--- src/rtl/spi_arb_if.sv ---
// Handshake bundle between the two SPI requesters, the shared 16-bit SPI master and spi_arb.
// slave = arbiter view, master = environment (requesters + SPI master) view.
interface spi_arb_if;
   logic        req0, req1;
   logic        lock0, lock1;
   logic [15:0] cmd0, cmd1;
   logic        done0, done1;
   logic [15:0] rd_data0, rd_data1;
   logic        wrt;
   logic [15:0] cmd;
   logic        done;
   logic [15:0] rd_data;
   logic        SS_n;
   logic        SS0_n, SS1_n;
   logic        err;

   modport slave (
      input  req0, req1, lock0, lock1, cmd0, cmd1, done, rd_data, SS_n,
      output done0, done1, rd_data0, rd_data1, wrt, cmd, SS0_n, SS1_n, err
   );

   modport master (
      output req0, req1, lock0, lock1, cmd0, cmd1, done, rd_data, SS_n,
      input  done0, done1, rd_data0, rd_data1, wrt, cmd, SS0_n, SS1_n, err
   );
endinterface

--- src/rtl/spi_arb.sv ---
// Two-port round-robin arbiter sharing one SPI master, with locked bursts.
// Optional BUSY timeout abort enabled by defining SPI_ARB_TMO_EN.
module spi_arb #(
   parameter int TMO_CYC = 4096
) (
   input logic     clk,
   input logic     rst_n,
   spi_arb_if.slave bus
);
   typedef enum logic [1:0] {IDLE, LAUNCH, BUSY, GAP} state_t;

   state_t           state, state_nxt;
   logic             owner, owner_nxt;
   logic             prio, prio_nxt;
   logic             load_cmd;
   logic [1:0]       req, lock, done_q;
   logic [1:0][15:0] cmd_in, rdat_q;
   logic [15:0]      cmd_q;
   logic             tmo, tmo_seen;

   assign req    = {bus.req1, bus.req0};
   assign lock   = {bus.lock1, bus.lock0};
   assign cmd_in = {bus.cmd1, bus.cmd0};

`ifdef SPI_ARB_TMO_EN
   logic [15:0] tmo_cnt;

   // tmo_seen makes the following GAP ignore lock so an aborted owner loses the bus
   always_ff @(posedge clk or negedge rst_n) begin
      if (!rst_n) begin
         tmo_cnt  <= '0;
         tmo_seen <= 1'b0;
      end else begin
         if (state == LAUNCH)    tmo_cnt <= '0;
         else if (state == BUSY) tmo_cnt <= tmo_cnt + 16'd1;
         if (tmo)                tmo_seen <= 1'b1;
         else if (state == GAP)  tmo_seen <= 1'b0;
      end
   end

   assign tmo = (state == BUSY) && !bus.done && (tmo_cnt == 16'(TMO_CYC - 1));
`else
   // never fires; keeps the parameter referenced in the default build
   assign tmo      = (TMO_CYC < 0);
   assign tmo_seen = 1'b0;
`endif

   always_comb begin
      state_nxt = state;
      owner_nxt = owner;
      prio_nxt  = prio;
      load_cmd  = 1'b0;
      case (state)
         IDLE: begin
            if (|req) begin
               owner_nxt = (&req) ? prio : req[1];
               load_cmd  = 1'b1;
               state_nxt = LAUNCH;
            end
         end
         LAUNCH: state_nxt = BUSY;
         BUSY: begin
            if (bus.done || tmo) state_nxt = GAP;
         end
         GAP: begin
            if (!tmo_seen && lock[owner] && req[owner]) begin
               load_cmd  = 1'b1;
               state_nxt = LAUNCH;
            end else begin
               prio_nxt  = ~owner;
               state_nxt = IDLE;
            end
         end
         default: state_nxt = IDLE;
      endcase
   end

   always_ff @(posedge clk or negedge rst_n) begin
      if (!rst_n) begin
         state  <= IDLE;
         owner  <= 1'b0;
         prio   <= 1'b0;
         cmd_q  <= '0;
         done_q <= '0;
         rdat_q <= '0;
      end else begin
         state  <= state_nxt;
         owner  <= owner_nxt;
         prio   <= prio_nxt;
         done_q <= '0;
         if (load_cmd) cmd_q <= cmd_in[owner_nxt];
         // master done is only honoured while a transaction is outstanding
         if (state == BUSY && bus.done) begin
            done_q[owner] <= 1'b1;
            rdat_q[owner] <= bus.rd_data;
         end
      end
   end

   assign bus.wrt      = (state == LAUNCH);
   assign bus.cmd      = cmd_q;
   assign bus.done0    = done_q[0];
   assign bus.done1    = done_q[1];
   assign bus.rd_data0 = rdat_q[0];
   assign bus.rd_data1 = rdat_q[1];
   assign bus.err      = tmo;
   assign bus.SS0_n    = (state != IDLE && !owner) ? bus.SS_n : 1'b1;
   assign bus.SS1_n    = (state != IDLE &&  owner) ? bus.SS_n : 1'b1;
endmodule
--- src/flat_wrapper.sv ---
// flat-port wrapper written by rule: the top's interface ports become plain ports
module spi_arb_flat 
#(
   parameter int TMO_CYC = 4096
)
  (clk, rst_n, bus_req0, bus_req1, bus_lock0, bus_lock1, bus_cmd0, bus_cmd1, bus_done, bus_rd_data, bus_SS_n, bus_done0, bus_done1, bus_rd_data0, bus_rd_data1, bus_wrt, bus_cmd, bus_SS0_n, bus_SS1_n, bus_err);
  spi_arb_if bus_i ();
  input logic clk;
  input logic rst_n;
  input wire logic [$bits(bus_i.req0)-1:0] bus_req0;
  input wire logic [$bits(bus_i.req1)-1:0] bus_req1;
  input wire logic [$bits(bus_i.lock0)-1:0] bus_lock0;
  input wire logic [$bits(bus_i.lock1)-1:0] bus_lock1;
  input wire logic [$bits(bus_i.cmd0)-1:0] bus_cmd0;
  input wire logic [$bits(bus_i.cmd1)-1:0] bus_cmd1;
  input wire logic [$bits(bus_i.done)-1:0] bus_done;
  input wire logic [$bits(bus_i.rd_data)-1:0] bus_rd_data;
  input wire logic [$bits(bus_i.SS_n)-1:0] bus_SS_n;
  output wire logic [$bits(bus_i.done0)-1:0] bus_done0;
  output wire logic [$bits(bus_i.done1)-1:0] bus_done1;
  output wire logic [$bits(bus_i.rd_data0)-1:0] bus_rd_data0;
  output wire logic [$bits(bus_i.rd_data1)-1:0] bus_rd_data1;
  output wire logic [$bits(bus_i.wrt)-1:0] bus_wrt;
  output wire logic [$bits(bus_i.cmd)-1:0] bus_cmd;
  output wire logic [$bits(bus_i.SS0_n)-1:0] bus_SS0_n;
  output wire logic [$bits(bus_i.SS1_n)-1:0] bus_SS1_n;
  output wire logic [$bits(bus_i.err)-1:0] bus_err;
  assign bus_i.req0 = bus_req0;
  assign bus_i.req1 = bus_req1;
  assign bus_i.lock0 = bus_lock0;
  assign bus_i.lock1 = bus_lock1;
  assign bus_i.cmd0 = bus_cmd0;
  assign bus_i.cmd1 = bus_cmd1;
  assign bus_i.done = bus_done;
  assign bus_i.rd_data = bus_rd_data;
  assign bus_i.SS_n = bus_SS_n;
  assign bus_done0 = bus_i.done0;
  assign bus_done1 = bus_i.done1;
  assign bus_rd_data0 = bus_i.rd_data0;
  assign bus_rd_data1 = bus_i.rd_data1;
  assign bus_wrt = bus_i.wrt;
  assign bus_cmd = bus_i.cmd;
  assign bus_SS0_n = bus_i.SS0_n;
  assign bus_SS1_n = bus_i.SS1_n;
  assign bus_err = bus_i.err;
  spi_arb #(.TMO_CYC(TMO_CYC)) u_core (.clk(clk), .rst_n(rst_n), .bus(bus_i));
endmodule
--- config.mk ---
export PLATFORM = sky130hd
export DESIGN_NAME = spi_arb_flat
export DESIGN_NICKNAME = d
export VERILOG_FILES = /design/src/rtl/spi_arb_if.sv /design/src/rtl/spi_arb.sv /design/src/flat_wrapper.sv
export SDC_FILE = /design/constraint.sdc
export NUM_CORES = 1
export LEC_CHECK = 0
export BUFFER_PORTS_ARGS = -buffer_cell sky130_fd_sc_hd__buf_2
export CAP_MARGIN = 25
export CORE_ASPECT_RATIO = 0.75
export CORE_MARGIN = 4
export CORE_UTILIZATION = 43
export CTS_BUF_LIST = sky130_fd_sc_hd__clkbuf_4
export CTS_CLUSTER_DIAMETER = 120
export CTS_CLUSTER_SIZE = 25
export DETAILED_ROUTE_END_ITERATION = 10
export PLACE_DENSITY = 0.82
export SLEW_MARGIN = 20
export SYNTH_ARGS = -nofsm -noshare
export SYNTH_HDL_FRONTEND = slang
export SYNTH_SLANG_ARGS = --single-unit
--- constraint.sdc ---
create_clock -name clk -period 1.7 [get_ports clk]
set_clock_uncertainty 0.1 [all_clocks]
set_input_delay 0.085 -clock clk [delete_from_list [all_inputs] [get_ports clk]]
set_output_delay 0.085 -clock clk [all_outputs]
set_load 0.005 [all_outputs]
==> summary.md, run 1 <==
| Metric | Value |
|---|---|
| Chip width | `94.2 um` |
| First-pass GRT wire length | `around 12000 um` |
| CP required | `between 1.5 and 2 ns` |
| Status | `finished, violations left` |
| Reg-to-reg slack, setup | `-0.12 ns` |
| P&R area growth vs syn | `62.9%` |
| Clk_lat worst skew | `0.38 ns` |
| Core area | `0.00535 mm^2` |
| PwrDens | `1620 mW/mm^2` |
| # nets final | `450` |
| Reg area | `0.00135 mm^2` |
| Pre-antenna DRT Iters | `4` |
| GPL Wtd Cong | `0.807` |
| Worst Setup SP | `u_core.state[1]` |
| CTS tree | `yes` |
| Hold Worst Slack | `0.0267 ns` |
| Via density | `roughly 5` |
| I/O Pins | `110` |
| Average routed wire per standard cell | `~16 um` |
| Total congestion overflow | `0` |
| Crit path to | `u_core.bus.cmd[7]` |
| R2r worst-path depth | `7` |
| Leak pwr | `1.93 nW` |
| FP Rows | `23` |
| Root Buffer | `clkbuf_4` |
| Mapped Avg Cell Area | `11.3 um^2` |
| Clock Sinks | `54` |
| Die area | `0.00684 mm^2` |
| Initial Util | `0.447` |
| Maximum number of pins on one net before global-route repair | `55` |
| HP Class | `primary input to register` |
| Reg clk slew, reported paths | `about 0.16 ns` |
| Fillers | `367` |
| Routed Antenna Nets | `0` |
| Routed vias | `2276` |
| Tot GR Track Use | `0.219` |
| Crit Reg-Reg Startpoint | `u_core.state[1]` |
| Arrival @ worst endpoint | `2.00 ns` |
| Fin crit period | `1.82 ns` |
| Critical-path maximum fanout | `8` |
| Remaining DRCs | `0` |
| Die H | `72.6 um` |
| Capturing point of the worst reg2reg path | `u_core.bus.cmd[7]` |
| Layout cells sized above 1 | `0.449` |
| Max cap viols | `0` |
| Critical path class | `register to register` |
| Slew Limit Fails | `0` |
| Synth Instances | `212` |
| WL final | `7370 um` |
| Synth warn | `0` |
| Placed inst area | `0.00308 mm^2` |
| Iteration-0 DRC Markers | `102` |
| Antenna violations before repair | `0` |
| FF+latch count, synth | `54` |
| Fmax | `548 MHz` |
| Fin worst setup slack | `-0.124 ns` |
| Hpwl dp | `about 4300 um` |
| Multi-input logic area | `0.00103 mm^2` |
| # diodes | `0` |
| RSZ-0062 raised after global routing | `true` |
| Final Cell Area | `0.00390 mm^2` |
| Htree depth | `2` |
| CTS buffer count | `5` |
| Critical path endpoint category | `register` |
| Sequential share of the synthesized area | `0.565` |
| Worst setup SP type | `register` |
| Cell Area, Synth | `approximately 0.0024 mm^2` |
| Worst VDD drop | `0.000946 V` |
| Distinct cells, synth | `28` |
| Failing checks | `negative setup slack` |
| Final Hold Viols | `0` |
| Port bufs | `108` |
| Vias in the first global route | `2414` |
| Syn_nets | `273` |
| Final setup violation count | `17` |
| Tcrit/Tclk final | `1.07` |
| Longest Clk Path Bufs | `2` |
==> where the power goes <==
group	switching (mW)	internal (mW)	total (mW)
logic	1.61	1.89	3.50
registers	0.351	1.89	2.24
clock network	0.413	0.163	0.576
==> state kept, by name, summed over array words and instances (netlist names) <==
signal / cells
u_core.owner: 1
u_core.prio: 1
u_core.state: 2
u_core.bus.cmd: 16
u_core.bus.rd_data0: 16
u_core.bus.rd_data1: 16
u_core.done_q: 2
==> cells in the mapped netlist <==
library cell / count / share of area
a31oi_1: 1 / 0.0026
a21oi_2: 14 / 0.051
mux2_1: 8 / 0.038
nand4b_1: 1 / 0.0037
inv_2: 1 / 0.0016
nand3b_1: 1 / 0.0031
buf_4: 4 / 0.013
o21ai_1: 1 / 0.0021
clkbuf_1: 1 / 0.0016
buf_12: 1 / 0.0084
and4b_1: 1 / 0.0042
mux2i_1: 17 / 0.071
nand4_1: 1 / 0.0026
or3_1: 1 / 0.0026
mux2_2: 8 / 0.038
nand3_2: 1 / 0.0042
nor2_1: 18 / 0.028
conb_1: 1 / 0.0016
a31oi_4: 1 / 0.0089
buf_6: 2 / 0.0094
nor2b_1: 1 / 0.0026
o21ai_0: 2 / 0.0042
dfrtp_1: 54 / 0.56
a21oi_1: 6 / 0.013
nand2_1: 55 / 0.086
buf_2: 2 / 0.0042
ha_1: 5 / 0.026
inv_1: 3 / 0.0047
==> worst max-delay path: stages, from the launching register on <==
cell and delay (ns):
dfrtp_1 0.44, inv_2 0.07, ha_4 0.16, buf_4 0.14, a31oi_4 0.23, clkbuf_16 0.22
mux2i_1 0.27, a21oi_2 0.09
==> timing repair <==
action / CTS / global route
pin swaps: 5 / 3
setup buffers: 7 / 1
hold endpoints to repair: 103 / 0
hold buffers: 52 / 0
gates resized for setup: 12 / 11
cloned: 2 / 1
endpoints found under the setup margin: 10 / 39
==> stage by stage <==
step | setup slack (ns) | cells | setup TNS [ns] | util | power [mW]
floorplan | 0.000647 | 212 | 0 | - | 3.91
global placement | 0.0566 | 394 | 0 | 0.575 | 4.81
detailed placement | -0.0348 | 394 | -0.0367 | 0.575 | 4.95
CTS | -0.0271 | 463 | -0.0397 | 0.715 | 6.07
global route | -0.198 | 465 | -2.48 | 0.728 | 6.75
finish | -0.124 | 465 | -1.16 | 0.728 | 6.32
==> routing by layer <==
layer / global-route usage / wire, um / vias to the layer above
li1: - / - / 1060
met5: 0 / 0 / -
met4: 0.0929 / 245 / 0
met2: 0.409 / 3930 / 82
met1: 0.246 / 2850 / 1109
met3: 0.0381 / 338 / 25
==> cell type report <==
type | count | area share
multi-input cells | 144 | 0.265
flip-flops and latches | 54 | 0.347
repair buffers | 180 | 0.344
clock inverters | 3 | 0.00546
clock buffers | 5 | 0.00963
inverters | 4 | 0.00449
well taps | 75 | 0.0241
==> placed cells by master, fill, tap and decap left out, types with 2 or more instances in the layout <==
cell type | Yosys | layout
buf_12 | 1 | 5
dfrtp_1 | 54 | 54
ha_1 | 5 | 2
dlygate4sd3_1 | 0 | 52
a31oi_4 | 1 | 2
nor2_1 | 18 | 18
mux2_2 | 8 | 8
buf_6 | 2 | 3
mux2i_1 | 17 | 9
mux2_1 | 8 | 8
a21oi_2 | 14 | 15
mux2i_2 | 0 | 6
ha_4 | 0 | 2
nand2_1 | 55 | 55
buf_4 | 4 | 9
clkbuf_4 | 0 | 5
mux2i_4 | 0 | 2
a21oi_1 | 6 | 5
buf_16 | 0 | 2
clkinv_4 | 0 | 2
inv_2 | 1 | 2
o21ai_0 | 2 | 2
buf_2 | 2 | 108
==> worst min-delay path by stage <==
stage | end | startpoint | slack, ns | cells after the start
finish | u_core.prio | bus_req0 | 0.03 | 4
global route | u_core.prio | bus_req0 | 0.03 | 4
CTS | u_core.prio | bus_req0 | 0.02 | 4
detailed placement | u_core.bus.cmd[4] | rst_n | 0.002 | 2
global placement | u_core.bus.cmd[3] | rst_n | -0.001 | 2
floorplan | u_core.bus.cmd[0] | rst_n | -0.31 | 0
==> cells by family (layout without fill, tap and decap cells) <==
| kind of cell | after synthesis | count (layout) | share of synthesized area |
|---|---|---|---|
| buf+inv | 14 | 192 | 0.0423 |
| simple gates | 80 | 80 | 0.137 |
| compound gates | 25 | 25 | 0.0815 |
| flops | 54 | 54 | 0.565 |
| fa+ha+maj | 5 | 5 | 0.0261 |
| mux | 33 | 33 | 0.146 |
| other cells | 1 | 1 | 0.00157 |
(Power assumes the default switching activity.)
==> run 2: changes to the inputs <==
==> constraint.sdc (replaced) <==
create_clock -name clk -period 1.7 [get_ports clk]
set_clock_uncertainty 0.1 [all_clocks]
set_input_delay 0.255 -clock clk [delete_from_list [all_inputs] [get_ports clk]]
set_output_delay 0.255 -clock clk [all_outputs]
set_load 0.005 [all_outputs]
==> run 2 against run 1 <==
Against the previous run:
- clock-buffer cell count did not move
- critical path depth fell by 2
- setup slack got worse by 0.058 ns
- the run still ends with negative setup slack left
- die area did not move
- global-route usage fell by 2.5 points
- register-to-register slack got worse by 0.04 ns
- sequential cell count did not move
- power rose by 5.3%
- utilization fell by 3.6 points
- routed wire length fell by 9.4%
- largest power group unchanged
- first-iteration DRC count rose by 16%
- design area fell by 5.0%
==> summary.md, run 2 (same netlist as run 1, synthesis figures left out) <==
| Metric | Value |
|---|---|
| P&R area growth vs syn | `54.8%` |
| Worst Setup SP | `u_core.state[1]` |
| RSZ-0062 raised after global routing | `true` |
| Met1 usage | `0.245` |
| I/O Pins | `between 100 and 150` |
| Core area | `0.00535 mm^2` |
| Chip width | `94.2 um` |
| Critical-path maximum fanout | `3` |
| Fin worst setup slack | `-0.182 ns` |
| HP Class | `primary input to register` |
| Max cap viols | `0` |
| Leak pwr | `1.82 nW` |
| Die area | `0.00684 mm^2` |
| CTS buffer count | `5` |
| Vias in the first global route | `2144` |
| Critical path endpoint category | `output port` |
| Fmax | `about 530 MHz` |
| # nets final | `418` |
| Root Buffer | `clkbuf_4` |
| Hpwl dp | `4280 um` |
| CTS tree | `yes` |
| CP required | `about 1.3 ns` |
| Antenna violations before repair | `0` |
| # diodes | `0` |
| Clock Sinks | `between 50 and 60` |
| Clk_lat worst skew | `0.37 ns` |
| Highest-count cells in the layout ignoring fill and taps | `buf_2 (108), nand2_1 (55), dfrtp_1 (54)` |
| Placed Instances | `394` |
| Gr busiest metal | `met2` |
| Worst setup SP type | `register` |
| Routed Antenna Nets | `0` |
| Htree depth | `2` |
| Routed vias | `2082` |
| Initial Util | `0.447` |
| First-pass GRT wire length | `~10000 um` |
| Met3 Use GR | `0.0330` |
| Multi-input logic area | `0.00114 mm^2` |
| Tcrit/Tclk final | `1.11` |
| Reg area | `0.00135 mm^2` |
| Crit Reg-Reg Startpoint | `u_core.state[1]` |
| Met2 Track Usage GR | `0.338` |
| Critical path class | `register to output port` |
| Fillers | `404` |
| PwrDens | `1790 mW/mm^2` |
| Arrival @ worst endpoint | `1.53 ns` |
| Slew Limit Fails | `0` |
| Hold Crit Start | `bus_cmd0[11]` |
| Fin crit period | `1.88 ns` |
| Total congestion overflow | `0` |
| Worst VDD drop | `approximately 0.0010 V` |
| Status | `finished, violations left` |
| Tot GR Track Use | `0.194` |
| Iteration-0 DRC Markers | `118` |
| WL final | `6680 um` |
| Maximum number of pins on one net before global-route repair | `55` |
| Remaining DRCs | `0` |
| Commonest non-fill, non-tap cell in the layout | `buf_2` |
| Average routed wire per standard cell | `15.4 um` |
| GPL Wtd Cong | `0.807` |
| Final Hold Viols | `0` |
| Layout cells sized above 1 | `0.525` |
| Hold Worst Slack | `0.0529 ns` |
| Port bufs | `108` |
| Via density | `4.81` |
| FP Rows | `23` |
| Final core occ | `0.692` |
| Pre-antenna DRT Iters | `4` |
| Finished Layout Cells | `around 430` |
| Longest Clk Path Bufs | `2` |
| Die H | `about 73 um` |
| Reg clk slew, reported paths | `~0.16 ns` |
| Final setup violation count | `18` |
| Failing checks | `negative setup slack` |
## run 2: cell count changes in the layout (fill, tap and decap cells not counted), moves of 2 or more
cell	previous run	this run
mux2i_4	2	9
dlygate4sd3_1	52	17
a21oi_1	5	3
mux2i_1	9	3
a21oi_2	15	17
## run 2: worst max-delay path: stages, from the launching register on
cell,delay [ns]
dfrtp_1,0.40
inv_2,0.06
ha_4,0.16
buf_6,0.11
or3_1,0.29
buf_2,0.13
## run 2: path summary, 6_finish.rpt
kind                                           end  slack, ns  depth (start not counted)
setup reg to reg                 u_core.bus.cmd[8]      -0.16                          9
min in group asynchronous  u_core.bus.rd_data1[13]       0.28                          3
hold reg to reg             u_core.bus.rd_data0[3]       0.39                          2
setup / recovery                         bus_SS0_n      -0.18                          5
max in group asynchronous   u_core.bus.rd_data1[6]       0.96                          3
hold / removal                  u_core.bus.cmd[11]       0.05                          3
## run 2: what timing repair did
action                                  4_1_cts  5_1_grt
pin swaps                                     6        2
gates resized for setup                      15       28
buffers inserted                              8        3
hold endpoints to repair                     76        0
gates cloned                                  4        0
hold buffers                                 17        0
endpoints found under the setup margin       11       36
## run 2: where the power goes
part	internal [mW]	switching, mW
sequential	1.89	0.346
combinational	2.16	1.69
clock	0.163	0.408
## run 2: through the flow
stage	setup WS, ns	power (mW)	TNS, ns	cell area (um^2)
CTS	-0.164	6.32	-1.06	3560
finish	-0.182	6.65	-2.50	3700
detailed placement	-0.0348	4.95	-0.0367	3080
floorplan	0.000647	3.91	0	2410
global route	-0.283	7.10	-4.20	3700
global placement	0.0566	4.81	0	3080
## run 2: final cells by class
type	instances	area share
Tap cell	75	0.0253
Clock buffer	5	0.0101
Inverter	4	0.00473
Clock inverter	3	0.00574
Sequential cell	54	0.365
Multi-Input combinational cell	144	0.307
Timing Repair Buffer	148	0.282
## run 2: layer usage
layer  share of wire  wire length, um
met1            0.41             2740
met2            0.53             3510
met3           0.041              273
met4           0.022              150
met5               0                0
==> run 3: changes to the inputs <==
GPL_TIMING_DRIVEN = 0   (was default)
clock period = 1.6 ns   (was 1.7 ns; I/O delays follow)
==> run 3 against run 2 <==
Against the previous run:
- the run still ends with negative setup slack left
- hold slack better by 0.0018 ns
- sequential cell count stayed put
- sequential power grew 4%
- combinational power is 3% lower
- largest cell class unchanged
==> summary.md, run 3 (same netlist as run 1, synthesis figures left out) <==
| Metric | Value |
|---|---|
| WL final | `6150 um` |
| Clock Sinks | `between 50 and 60` |
| Arrival @ worst endpoint | `1.44 ns` |
| Core area | `approximately 0.0054 mm^2` |
| Chip width | `94.2 um` |
| Average routed wire per standard cell | `14.0 um` |
| HP Class | `primary input to register` |
| Placed inst area | `0.00305 mm^2` |
| FP Rows | `23` |
| Hold Crit Start | `bus_cmd0[15]` |
| Reg clk slew, reported paths | `0.16 ns` |
| Hold EP | `u_core.bus.cmd[15]` |
| R2r worst-path depth | `8` |
| Final Cell Area | `about 0.0036 mm^2` |
| Antenna violations before repair | `0` |
| Initial Util | `0.447` |
| Commonest non-fill, non-tap cell in the layout | `buf_2` |
| Flop pwr share | `0.343` |
| Final setup violation count | `18` |
| Worst setup SP type | `register` |
| RSZ-0062 raised after global routing | `true` |
| Worst VDD drop | `0.00115 V` |
| Critical path class | `register to output port` |
| Final Hold Viols | `0` |
| CTS tree | `yes` |
| Tcrit/Tclk final | `1.11` |
| CTS buffer count | `5` |
| Hpwl dp | `4160 um` |
| P_sw | `2.44 mW` |
| Routed vias | `2068` |
| Int Pwr | `~4.4 mW` |
| Fmax | `563 MHz` |
| Leak pwr | `between 1.5 and 2 nW` |
| Fin crit period | `1.78 ns` |
| Critical-path maximum fanout | `6` |
| Maximum number of pins on one net before global-route repair | `55` |
| Switch share | `0.358` |
| Fin worst setup slack | `-0.175 ns` |
| Routed Antenna Nets | `0` |
| Vias in the first global route | `2148` |
| Via density | `4.70` |
| Reg-to-reg slack, setup | `-0.14 ns` |
| Slew Limit Fails | `0` |
| Die H | `slightly above 70 um` |
| Comb power frac | `0.543` |
| Worst Max-Slew Pin Slew | `0.666 ns` |
| Crit Reg-Reg Startpoint | `u_core.state[0]` |
| Max cap viols | `0` |
| Slew headroom | `0.556` |
| Root Buffer | `clkbuf_4` |
| Capturing point of the worst reg2reg path | `u_core.bus.cmd[12]` |
| # diodes | `0` |
| Highest-count cells in the layout ignoring fill and taps | `buf_2 (107), nand2_1 (55), dfrtp_1 (54)` |
| CP required | `1.26 ns` |
| Status | `finished, violations left` |
| # nets final | `425` |
| Longest Clk Path Bufs | `2` |
| Port bufs | `108` |
| GPL Wtd Cong | `0.803` |
| Remaining DRCs | `0` |
| Tot GR Track Use | `0.185` |
| Final core occ | `0.676` |
| Critical path endpoint category | `output port` |
| Pre-antenna DRT Iters | `4` |
| First-pass GRT wire length | `9980 um` |
| I/O Pins | `110` |
| PwrDens | `~1900 mW/mm^2` |
| Clk_lat worst skew | `0.36 ns` |
| Htree depth | `2` |
| Iteration-0 DRC Markers | `53` |
| Die area | `roughly 0.0068 mm^2` |
| Total congestion overflow | `0` |
| Layout cells sized above 1 | `0.515` |
| Failing checks | `negative setup slack` |
| Hold path cells | `3` |
| Clock share of power | `0.114` |
| P&R area growth vs syn | `51.1%` |
[run 3: changes by cell type in the layout (fill, tap and decap cells not counted), moves of 3 or more]
cell     delta
buf_12      -3
mux2i_4     -9
mux2i_2     +4
mux2i_1     +5
buf_4       +4
buf_6       +8
[run 3: worst max-delay path by stage]
stage	from	to	slack [ns]
4_1_cts	u_core.state[0]	bus_SS0_n	-0.19
5_1_grt	u_core.state[0]	bus_SS0_n	-0.23
3_5_place_dp	u_core.state[1]	u_core.bus.cmd[8]	-0.28
2_1_floorplan	u_core.state[0]	u_core.bus.cmd[10]	-0.05
3_3_place_gp	u_core.state[1]	u_core.bus.cmd[8]	-0.19
6_report	u_core.state[0]	bus_SS0_n	-0.18
[run 3: metrics by stage]
step	setup WS [ns]	power [mW]	hold slack, ns	setup TNS (ns)	cells
after CTS	-0.193	6.65	0.0316	-2.23	435
after global placement	-0.186	5.14	0.346	-4.51	395
after floorplan	-0.0453	4.17	-0.156	-0.408	212
after detailed placement	-0.279	5.27	0.219	-6.46	395
after global routing	-0.230	7.37	0.0299	-3.47	440
final	-0.175	6.83	0.0547	-1.76	440
[run 3: per-layer routing]
metal  GRT usage  vias up  share of wire
met3      0.0505        2          0.075
met2       0.329       81           0.50
met5           0        -              0
li1            -     1010              -
met4      0.0337        0         0.0028
met1       0.229      975           0.42
[run 3: final cells by class]
| type | count | area, um^2 |
|---|---|---|
| Buffer | 9 | 110 |
| Clock buffer | 5 | 37.5 |
| Clock inverter | 3 | 48.8 |
| Fill cell | 428 | 1740 |
| Inverter | 4 | 20.0 |
| Multi-Input combinational cell | 144 | 1030 |
| Sequential cell | 54 | 1350 |
| Tap cell | 75 | 93.8 |
| Timing Repair Buffer | 145 | 918 |
| Timing Repair inverter | 1 | 5.00 |
[run 3: power groups by stage]
stage          registers [mW]  clock network [mW]  logic [mW]
2_1_floorplan            2.41                   0        1.76
3_3_place_gp             2.36                   0        2.78
3_5_place_dp             2.39                   0        2.89
4_1_cts                  2.34               0.808        3.50
5_1_grt                  2.42               0.867        4.08
6_report                 2.34               0.776        3.71
[run 3: what timing repair did]
item,in CTS,in global routing
pin swaps,13,4
hold buffers,17,0
endpoints found under the hold margin,83,0
endpoints found under the setup margin,39,46
gates cloned,2,2
buffers inserted,14,3
gates resized for setup,20,17
[run 3: worst max-delay path: stages, from the launching register on]
cell and delay, ns:
dfrtp_1 0.41, inv_2 0.06, ha_4 0.18, or3_1 0.30, buf_2 0.13
